### config.mk
export PLATFORM = sky130hd
export DESIGN_NAME = irq_controller_n
export DESIGN_NICKNAME = d
export VERILOG_FILES = /design/src/rtl/irq_pkg.sv /design/src/rtl/irq_prio_enc.sv /design/src/rtl/irq_controller_n.sv
export SDC_FILE = /design/constraint.sdc
export NUM_CORES = 1
export LEC_CHECK = 0
export CAP_MARGIN = 15
export CORE_MARGIN = 2
export CORE_UTILIZATION = 35
export CTS_BUF_LIST = sky130_fd_sc_hd__clkbuf_8
export DETAILED_ROUTE_END_ITERATION = 10
export PLACE_DENSITY = 0.79
export SETUP_SLACK_MARGIN = 0.4
export SLEW_MARGIN = 10
export SYNTH_ARGS = -nofsm -noshare
export SYNTH_HDL_FRONTEND = slang
export SYNTH_SLANG_ARGS = --single-unit
### constraint.sdc
create_clock -name clk -period 1.3 [get_ports clk]
set_clock_uncertainty 0.1 [all_clocks]
set_input_delay 0.195 -clock clk [delete_from_list [all_inputs] [get_ports clk]]
set_output_delay 0.195 -clock clk [all_outputs]
set_load 0.05 [all_outputs]
### src/rtl/irq_pkg.sv
// Shared constants and types for the parametrised interrupt controller.
package irq_pkg;

    localparam logic [1:0] REG_PENDING = 2'd0;
    localparam logic [1:0] REG_ENABLE  = 2'd1;
    localparam logic [1:0] REG_MODE    = 2'd2;
    localparam logic [1:0] REG_STATUS  = 2'd3;

    localparam logic [31:0] DEFAULT_CAUSE_BASE = 32'h8000_0010;

    typedef enum logic [1:0] {
        StIdle,
        StReq,
        StService
    } irq_state_e;

endpackage

### src/rtl/irq_prio_enc.sv
// Fixed-priority encoder: lowest set index wins.
module irq_prio_enc #(
    parameter int unsigned N    = 8,
    parameter int unsigned ID_W = 3
) (
    input  logic [N-1:0]    req,
    output logic            valid,
    output logic [ID_W-1:0] id
);

    always_comb begin
        valid = 1'b0;
        id    = '0;
        // Scan downwards so the lowest requesting index is the last one assigned.
        for (int i = int'(N) - 1; i >= 0; i--) begin
            if (req[i]) begin
                valid = 1'b1;
                id    = ID_W'(i);
            end
        end
    end

endmodule

### src/rtl/irq_controller_n.sv
// Parametrised interrupt controller: edge/level sources, fixed priority, ack/done handshake
// towards the CPU, and a small register file reached through the memory-mapped bus.
module irq_controller_n
    import irq_pkg::*;
#(
    parameter int unsigned NUM_SRC    = 8,
    parameter int unsigned ID_W       = (NUM_SRC > 1) ? $clog2(NUM_SRC) : 1,
    parameter logic [31:0] CAUSE_BASE = DEFAULT_CAUSE_BASE
) (
    input  logic               clk,
    input  logic               rst,
    input  logic [NUM_SRC-1:0] irq_src,
    input  logic               reg_we,
    input  logic [1:0]         reg_addr,
    input  logic [31:0]        reg_wdata,
    output logic [31:0]        reg_rdata,
    input  logic               int_ack,
    input  logic               int_done,
    output logic               INT,
    output logic [31:0]        cause
);

    irq_state_e         state_q, state_d;
    logic [NUM_SRC-1:0] prev_src_q;
    logic [NUM_SRC-1:0] pending_q, pending_d;
    logic [NUM_SRC-1:0] enable_q, enable_d;
    logic [NUM_SRC-1:0] mode_q, mode_d;
    logic [ID_W-1:0]    cur_id_q, cur_id_d;
    logic [ID_W-1:0]    active_id_q, active_id_d;
    logic [31:0]        cause_q, cause_d;

    logic [NUM_SRC-1:0] src_edge;
    logic [NUM_SRC-1:0] w1c;
    logic [NUM_SRC-1:0] ack_clr;
    logic               ack_take;
    logic               cand_valid;
    logic [ID_W-1:0]    cand_id;
    logic               in_service;

    logic unused_wdata;
    assign unused_wdata = ^reg_wdata[31:NUM_SRC];

    assign src_edge   = irq_src & ~prev_src_q;
    assign in_service = (state_q == StService);
    assign INT        = (state_q == StReq);
    assign cause      = cause_q;

    irq_prio_enc #(
        .N    (NUM_SRC),
        .ID_W (ID_W)
    ) u_prio_enc (
        .req   (pending_q & enable_q),
        .valid (cand_valid),
        .id    (cand_id)
    );

    // Handshake FSM; cause tracks the best candidate until the CPU acknowledges it.
    always_comb begin
        state_d     = state_q;
        cur_id_d    = cur_id_q;
        active_id_d = active_id_q;
        cause_d     = cause_q;
        ack_take    = 1'b0;
        unique case (state_q)
            StIdle: begin
                if (cand_valid) begin
                    state_d  = StReq;
                    cur_id_d = cand_id;
                    cause_d  = CAUSE_BASE + 32'(cand_id);
                end
            end
            StReq: begin
                if (int_ack) begin
                    state_d     = StService;
                    active_id_d = cur_id_q;
                    ack_take    = 1'b1;
                end else if (cand_valid) begin
                    cur_id_d = cand_id;
                    cause_d  = CAUSE_BASE + 32'(cand_id);
                end else begin
                    state_d = StIdle;
                end
            end
            StService: begin
                if (int_done) begin
                    state_d = StIdle;
                end
            end
            default: state_d = StIdle;
        endcase
    end

    always_comb begin
        w1c      = '0;
        enable_d = enable_q;
        mode_d   = mode_q;
        if (reg_we) begin
            unique case (reg_addr)
                REG_PENDING: w1c      = reg_wdata[NUM_SRC-1:0];
                REG_ENABLE:  enable_d = reg_wdata[NUM_SRC-1:0];
                REG_MODE:    mode_d   = reg_wdata[NUM_SRC-1:0];
                REG_STATUS:  ;
            endcase
        end
    end

    // A fresh edge beats a simultaneous W1C or ack clear; level sources simply mirror the line.
    always_comb begin
        ack_clr   = '0;
        pending_d = '0;
        for (int i = 0; i < int'(NUM_SRC); i++) begin
            ack_clr[i] = ack_take && (cur_id_q == ID_W'(i));
            if (mode_q[i]) begin
                pending_d[i] = (pending_q[i] & ~w1c[i] & ~ack_clr[i]) | src_edge[i];
            end else begin
                pending_d[i] = irq_src[i];
            end
        end
    end

    always_comb begin
        reg_rdata = '0;
        unique case (reg_addr)
            REG_PENDING: reg_rdata[NUM_SRC-1:0] = pending_q;
            REG_ENABLE:  reg_rdata[NUM_SRC-1:0] = enable_q;
            REG_MODE:    reg_rdata[NUM_SRC-1:0] = mode_q;
            REG_STATUS: begin
                reg_rdata[31]       = in_service;
                reg_rdata[ID_W-1:0] = active_id_q;
            end
        endcase
    end

    always_ff @(posedge clk) begin
        if (rst) begin
            // Track the lines during reset so sources already high at release are not edges.
            prev_src_q  <= irq_src;
            state_q     <= StIdle;
            pending_q   <= '0;
            enable_q    <= '0;
            mode_q      <= '1;
            cur_id_q    <= '0;
            active_id_q <= '0;
            cause_q     <= '0;
        end else begin
            prev_src_q  <= irq_src;
            state_q     <= state_d;
            pending_q   <= pending_d;
            enable_q    <= enable_d;
            mode_q      <= mode_d;
            cur_id_q    <= cur_id_d;
            active_id_q <= active_id_d;
            cause_q     <= cause_d;
        end
    end

endmodule
# Word-level counts from Yosys, hierarchy flattened
# Cells that the tools add are included.
dict set report op_classes {
  n_addsub 1
  n_eq_ne 16
  mux 42
  bitwise_logic 43
  n_reduce_logical 17
}
# op count
set ops {}
lappend ops {{two-way mux 32 bit} 2}
lappend ops {{one-hot mux 32 bit (2 select lines)} 1}
lappend ops {{adder 32 x 3 -> 32 bit, first input constant} 1}
lappend ops {{two-way mux 3 bit} 10}
lappend ops {{two-way mux 1 bit} 19}
lappend ops {{bitwise AND 1 bit} 16}
lappend ops {{bitwise AND 8 bit} 2}
lappend ops {{two-way mux 8 bit} 2}
lappend ops {{inverter 1 bit} 16}
lappend ops {{one-hot mux 5 bit (3 select lines)} 1}
lappend ops {{== test 3 bit, second input constant} 4}
lappend ops {{one-hot mux 3 bit (4 select lines)} 1}
lappend ops {{logical AND 1 bit} 8}
lappend ops {{two-way mux 2 bit} 4}
lappend ops {{inverter 8 bit} 1}
lappend ops {{bitwise OR 1 bit} 8}
lappend ops {{AND reduction 2 bit} 4}
lappend ops {{== test 2 bit, second input constant} 3}
lappend ops {{== test 3 x 2 -> 1 bit, second input constant} 2}
lappend ops {{!= test 2 bit, second input constant} 3}
lappend ops {{one-hot mux 2 bit (3 select lines)} 1}
lappend ops {{one-hot mux 3 bit (2 select lines)} 1}
lappend ops {{== test 2 x 1 -> 1 bit, second input constant} 2}
lappend ops {{zero test 2 bit} 2}
lappend ops {{5 further kinds} 5}
dict set report word_totals {
  ff_bits 72
  input_bits 47
  out_inout_bits 65
}

# Longest topological paths before layout
dict set report depth {
  ltp_word 13
  ltp_mapped 4
}

# Modules after synthesis
# From an unflattened synthesis, not the netlist that was laid out.
dict set report unflattened {
  cells_unflattened 268
  hier_area_um2 2273.4
}
# module n_inst cells_each area_per_inst_um2
set by_module_without_submodules {}
lappend by_module_without_submodules {irq_controller_n 1 255 2193.4}
lappend by_module_without_submodules {irq_prio_enc 1 13 80.1}

# Worst setup path before layout
# No wires, ideal clock.
dict set report synth_path {
  path_kind {input-to-output}
  startpoint {in reg_addr[1]}
  endpoint {out reg_rdata[3]}
  arrival_time_ns 1.564
  setup_slack_ns -0.559
  cell_stages 3
  path_buffers 1
  cell_sequence {buf_4 -> mux2i_1 -> o21ai_0}
}
dict set report synth_between {
  elab_chain_len 2
  elab_cells_between_ends 4
}
# item line
set synth_lines {}
lappend synth_lines {{start: declaration} irq_controller_n.sv:14} ;# input logic [1:0] reg_addr,
lappend synth_lines {{== test 2 bit, or another cell as far along} irq_controller_n.sv:123} ;# unique case (reg_addr)
lappend synth_lines {{one-hot mux 5 bit (3 select lines) *} irq_controller_n.sv:123}
lappend synth_lines {{end: declaration} irq_controller_n.sv:16} ;# output logic [31:0] reg_rdata,
# Every way passes the cells marked *; elsewhere a longest branch is shown, timed or not.

# Worst setup path in the final report
dict set report layout_path {
  startpoint {reg active_id_q[1]}
  endpoint {out reg_rdata[1]}
}
dict set report layout_between {
  elab_chain_len 1
}
# item line
set layout_lines {}
lappend layout_lines {{start: declaration} irq_controller_n.sv:29} ;# logic [ID_W-1:0] active_id_q, active_id_d;
lappend layout_lines {{start signal: assignment} irq_controller_n.sv:152} ;# active_id_q <= active_id_d;
lappend layout_lines {{one-hot mux 3 bit (4 select lines)} irq_controller_n.sv:123}
# Every way passes these cells.

==> results.tsv <==
stage	metric	value	unit
run_status	status	complete, but fails checks	
run_status	failing checks	setup timing	
logic_synthesis	FF+latch count, synth	41	
finish	Area growth, synth to finish	67.6	%
run	max-cap viol count	0	
finish	post-route insts no fill	440	
die	Die H	83.7	um
power_and_ir_drop	peak supply drop	0.653	mV
logic_synthesis	sequential share of the synthesized area	0.370	
finish	final net count	409	
cts	CTS root buffer	clkbuf_8	
placement	gp weighted congestion	0.845	
global_route	vias in the first global route	2191	
cts	clk slew on worst S/H paths	80	ps
placement	Placed Instances	392	
cts	Max clock buf depth	2	
detailed_routing	total number of vias	2184	
cts	Skew-Pair Late Insertion Delay	300	ps
die	die area	7000	um2
logic_synthesis	synthesized area per cell	8.51	um2
cts	CTS sink count	41	
die	core area	6240	um2
placement	post-DP HPWL	4020	um
timing	Setup Viol. Count Final	20	
global_route	largest net degree at the start of global routing	15	
logic_synthesis	Mapped Cells	261	
logic_synthesis	Post-Synthesis Cell Area	2220	um2
detailed_routing	overall routed net length	7530	um
finish	n_diodes	0	
timing	Pins Over Slew Limit	0	
die	row cnt	29	
setup_path	WP data required	1000	ps
detailed_routing	drt drc	0	
power_and_ir_drop	Seq pwr share	0.375	
power_and_ir_drop	clock share of power	0.293	
die	# IOs	112	
power_and_ir_drop	pwr dens	983	nW/um2
global_route	first-pass GRT wire length	11000	um
power_and_ir_drop	sw frac	0.344	
setup_path	crit path capture type	primary output	
finish	share of cells above drive strength 1	0.512	
setup_path	CP arrival	1330	ps
cts	H-tree depth	2	
finish	most common cell after layout, fill and taps aside	conb_1	
detailed_routing	Post-DRT Antenna Nets	0	
placement	Place WS	-584	ps
detailed_routing	first-iteration detailed-routing DRC count	154	
timing	final-report hold violation count	0	
hold_path	min-delay worst type	input port to flip-flop	
global_route	total grt overflow	0	
detailed_routing	WL/cell	17.1	um
cts	total CTS buffers	5	
timing	Fmax	616	MHz
logic_synthesis	Synth warnings	0	
power_and_ir_drop	power share of the combinational group	0.333	
logic_synthesis	post-synthesis cell type count	30	
global_route	initial antenna violation count	0	
power_and_ir_drop	Pleak	1.65	nW
detailed_routing	vias per cell	4.96	
finish	filler instances	473	
timing	Tcrit/Tclk final	1.25	
power_and_ir_drop	NetSw	1.26	mW
power_and_ir_drop	Pint	2.40	mW
placement	# port buffers	37	
timing	crit path time final	1620	ps
timing	unrepaired setup endpoints after global routing	yes	
setup_path	CP Class	flip-flop to primary output	
die	Die Wd	83.7	um
finish	post-layout util	0.596	
cts	CTS tree	done	
die	initial core utilization	0.356	
timing	Final Worst Setup Slack	-322	ps
timing	TNS Setup	-2450	ps
setup_path	CP Max Fanout	2	
detailed_routing	drt first pass iters	4	
setup_path	Startpoint Class	flip-flop	
finish	most frequent cells in the layout	50 x conb_1, 39 x nand2_1, 38 x buf_4, 23 x buf_6	
global_route	All-Layer GR Usage	0.201	
## sequential cells by signal, indices dropped and copies added (netlist names)
register and count:
cur_id_q 2, cause 2, pending_q 8, prev_src_q 8, active_id_q 3, state_q 2, enable_q 8, mode_q 8
## synthesized netlist by cell type
master / count / area (um2)
dfxtp_1: 41 / 821
a22oi_1: 4 / 30.0
a32oi_1: 2 / 17.5
nor2_1: 12 / 45.0
nor2b_2: 1 / 8.76
and4b_4: 1 / 13.8
inv_1: 1 / 3.75
a41o_1: 1 / 10.0
buf_4: 53 / 398
nand3b_1: 9 / 67.6
and4bb_4: 1 / 16.3
clkbuf_1: 5 / 18.8
mux2i_1: 7 / 70.1
a211oi_1: 2 / 15.0
nor3b_4: 1 / 18.8
nand2_1: 58 / 218
nand2b_1: 1 / 6.26
and4b_1: 1 / 10.0
nor2b_1: 3 / 18.8
nand3b_2: 1 / 11.3
nand3_1: 10 / 50.1
conb_1: 1 / 3.75
a21oi_2: 1 / 8.76
a21oi_1: 23 / 115
and3b_1: 1 / 8.76
o21ai_0: 7 / 35.0
a221oi_2: 6 / 90.1
buf_2: 1 / 5.00
nand4_1: 3 / 18.8
mux4_2: 3 / 67.6
## layer usage
layer | vias up | track usage | part of all wire | wire length [um]
li1 | 1004 | - | - | -
met1 | 1034 | 0.225 | 0.37 | 2790
met2 | 113 | 0.341 | 0.52 | 3890
met3 | 33 | 0.0445 | 0.064 | 481
met4 | 0 | 0.129 | 0.049 | 372
met5 | - | 0 | 0 | 0
## worst max-delay path: stages (launching register included)
cell	delay, ps
dfxtp_2	330
mux4_2	520
buf_8	180
## timing repair
item	CTS	global route
buffers inserted	34	4
setup endpoints to repair	48	48
gates cloned	2	0
pin swaps	39	26
resized for setup	103	19
hold buffers	0	0
## final cells by class
cell class | count | area [um2] | area share
clock buffer | 6 | 82.6 | 0.0222
multi-input combinational | 209 | 1440 | 0.388
timing repair buffer | 104 | 1190 | 0.320
tap | 77 | 96.3 | 0.0259
inverter | 1 | 3.75 | 0.00101
sequential | 41 | 872 | 0.234
clock inverter | 2 | 33.8 | 0.00908
## cells by family after synthesis
| family | count (synthesis) | share of synthesized area |
|---|---|---|
| mux | 10 | 0.0620 |
| other cells | 1 | 0.00169 |
| flops | 41 | 0.370 |
| simple gates | 103 | 0.230 |
| buf+inv | 60 | 0.192 |
| compound gates | 46 | 0.145 |
## stage by stage
stage	hold WS, ps	instance area (um2)	power (mW)
after detailed placement	386	2890	2.36
final	275	3720	3.66
after global placement	372	2890	2.35
after CTS	274	3620	3.60
after floorplan	123	2520	2.16
after global routing	278	3720	3.76
## power by group through the flow
| stage | clock, mW | combinational, mW | sequential (mW) |
|---|---|---|---|
| 3_3_place_gp | 0 | 0.947 | 1.40 |
| 4_1_cts | 1.07 | 1.16 | 1.37 |
| 2_1_floorplan | 0 | 0.748 | 1.41 |
| 6_report | 1.07 | 1.22 | 1.37 |
| 5_1_grt | 1.12 | 1.26 | 1.38 |
| 3_5_place_dp | 0 | 0.958 | 1.40 |
## path summary, 6_finish.rpt
kind,start,endpoint,slack (ps),depth (start not counted)
max reg2reg,pending_q[7],cause[2],-220,5
min reg2reg,enable_q[7],enable_q[7],390,2
min,irq_src[5],prev_src_q[5],280,1
max,active_id_q[1],reg_rdata[1],-320,2
(Power assumes the default switching activity.)
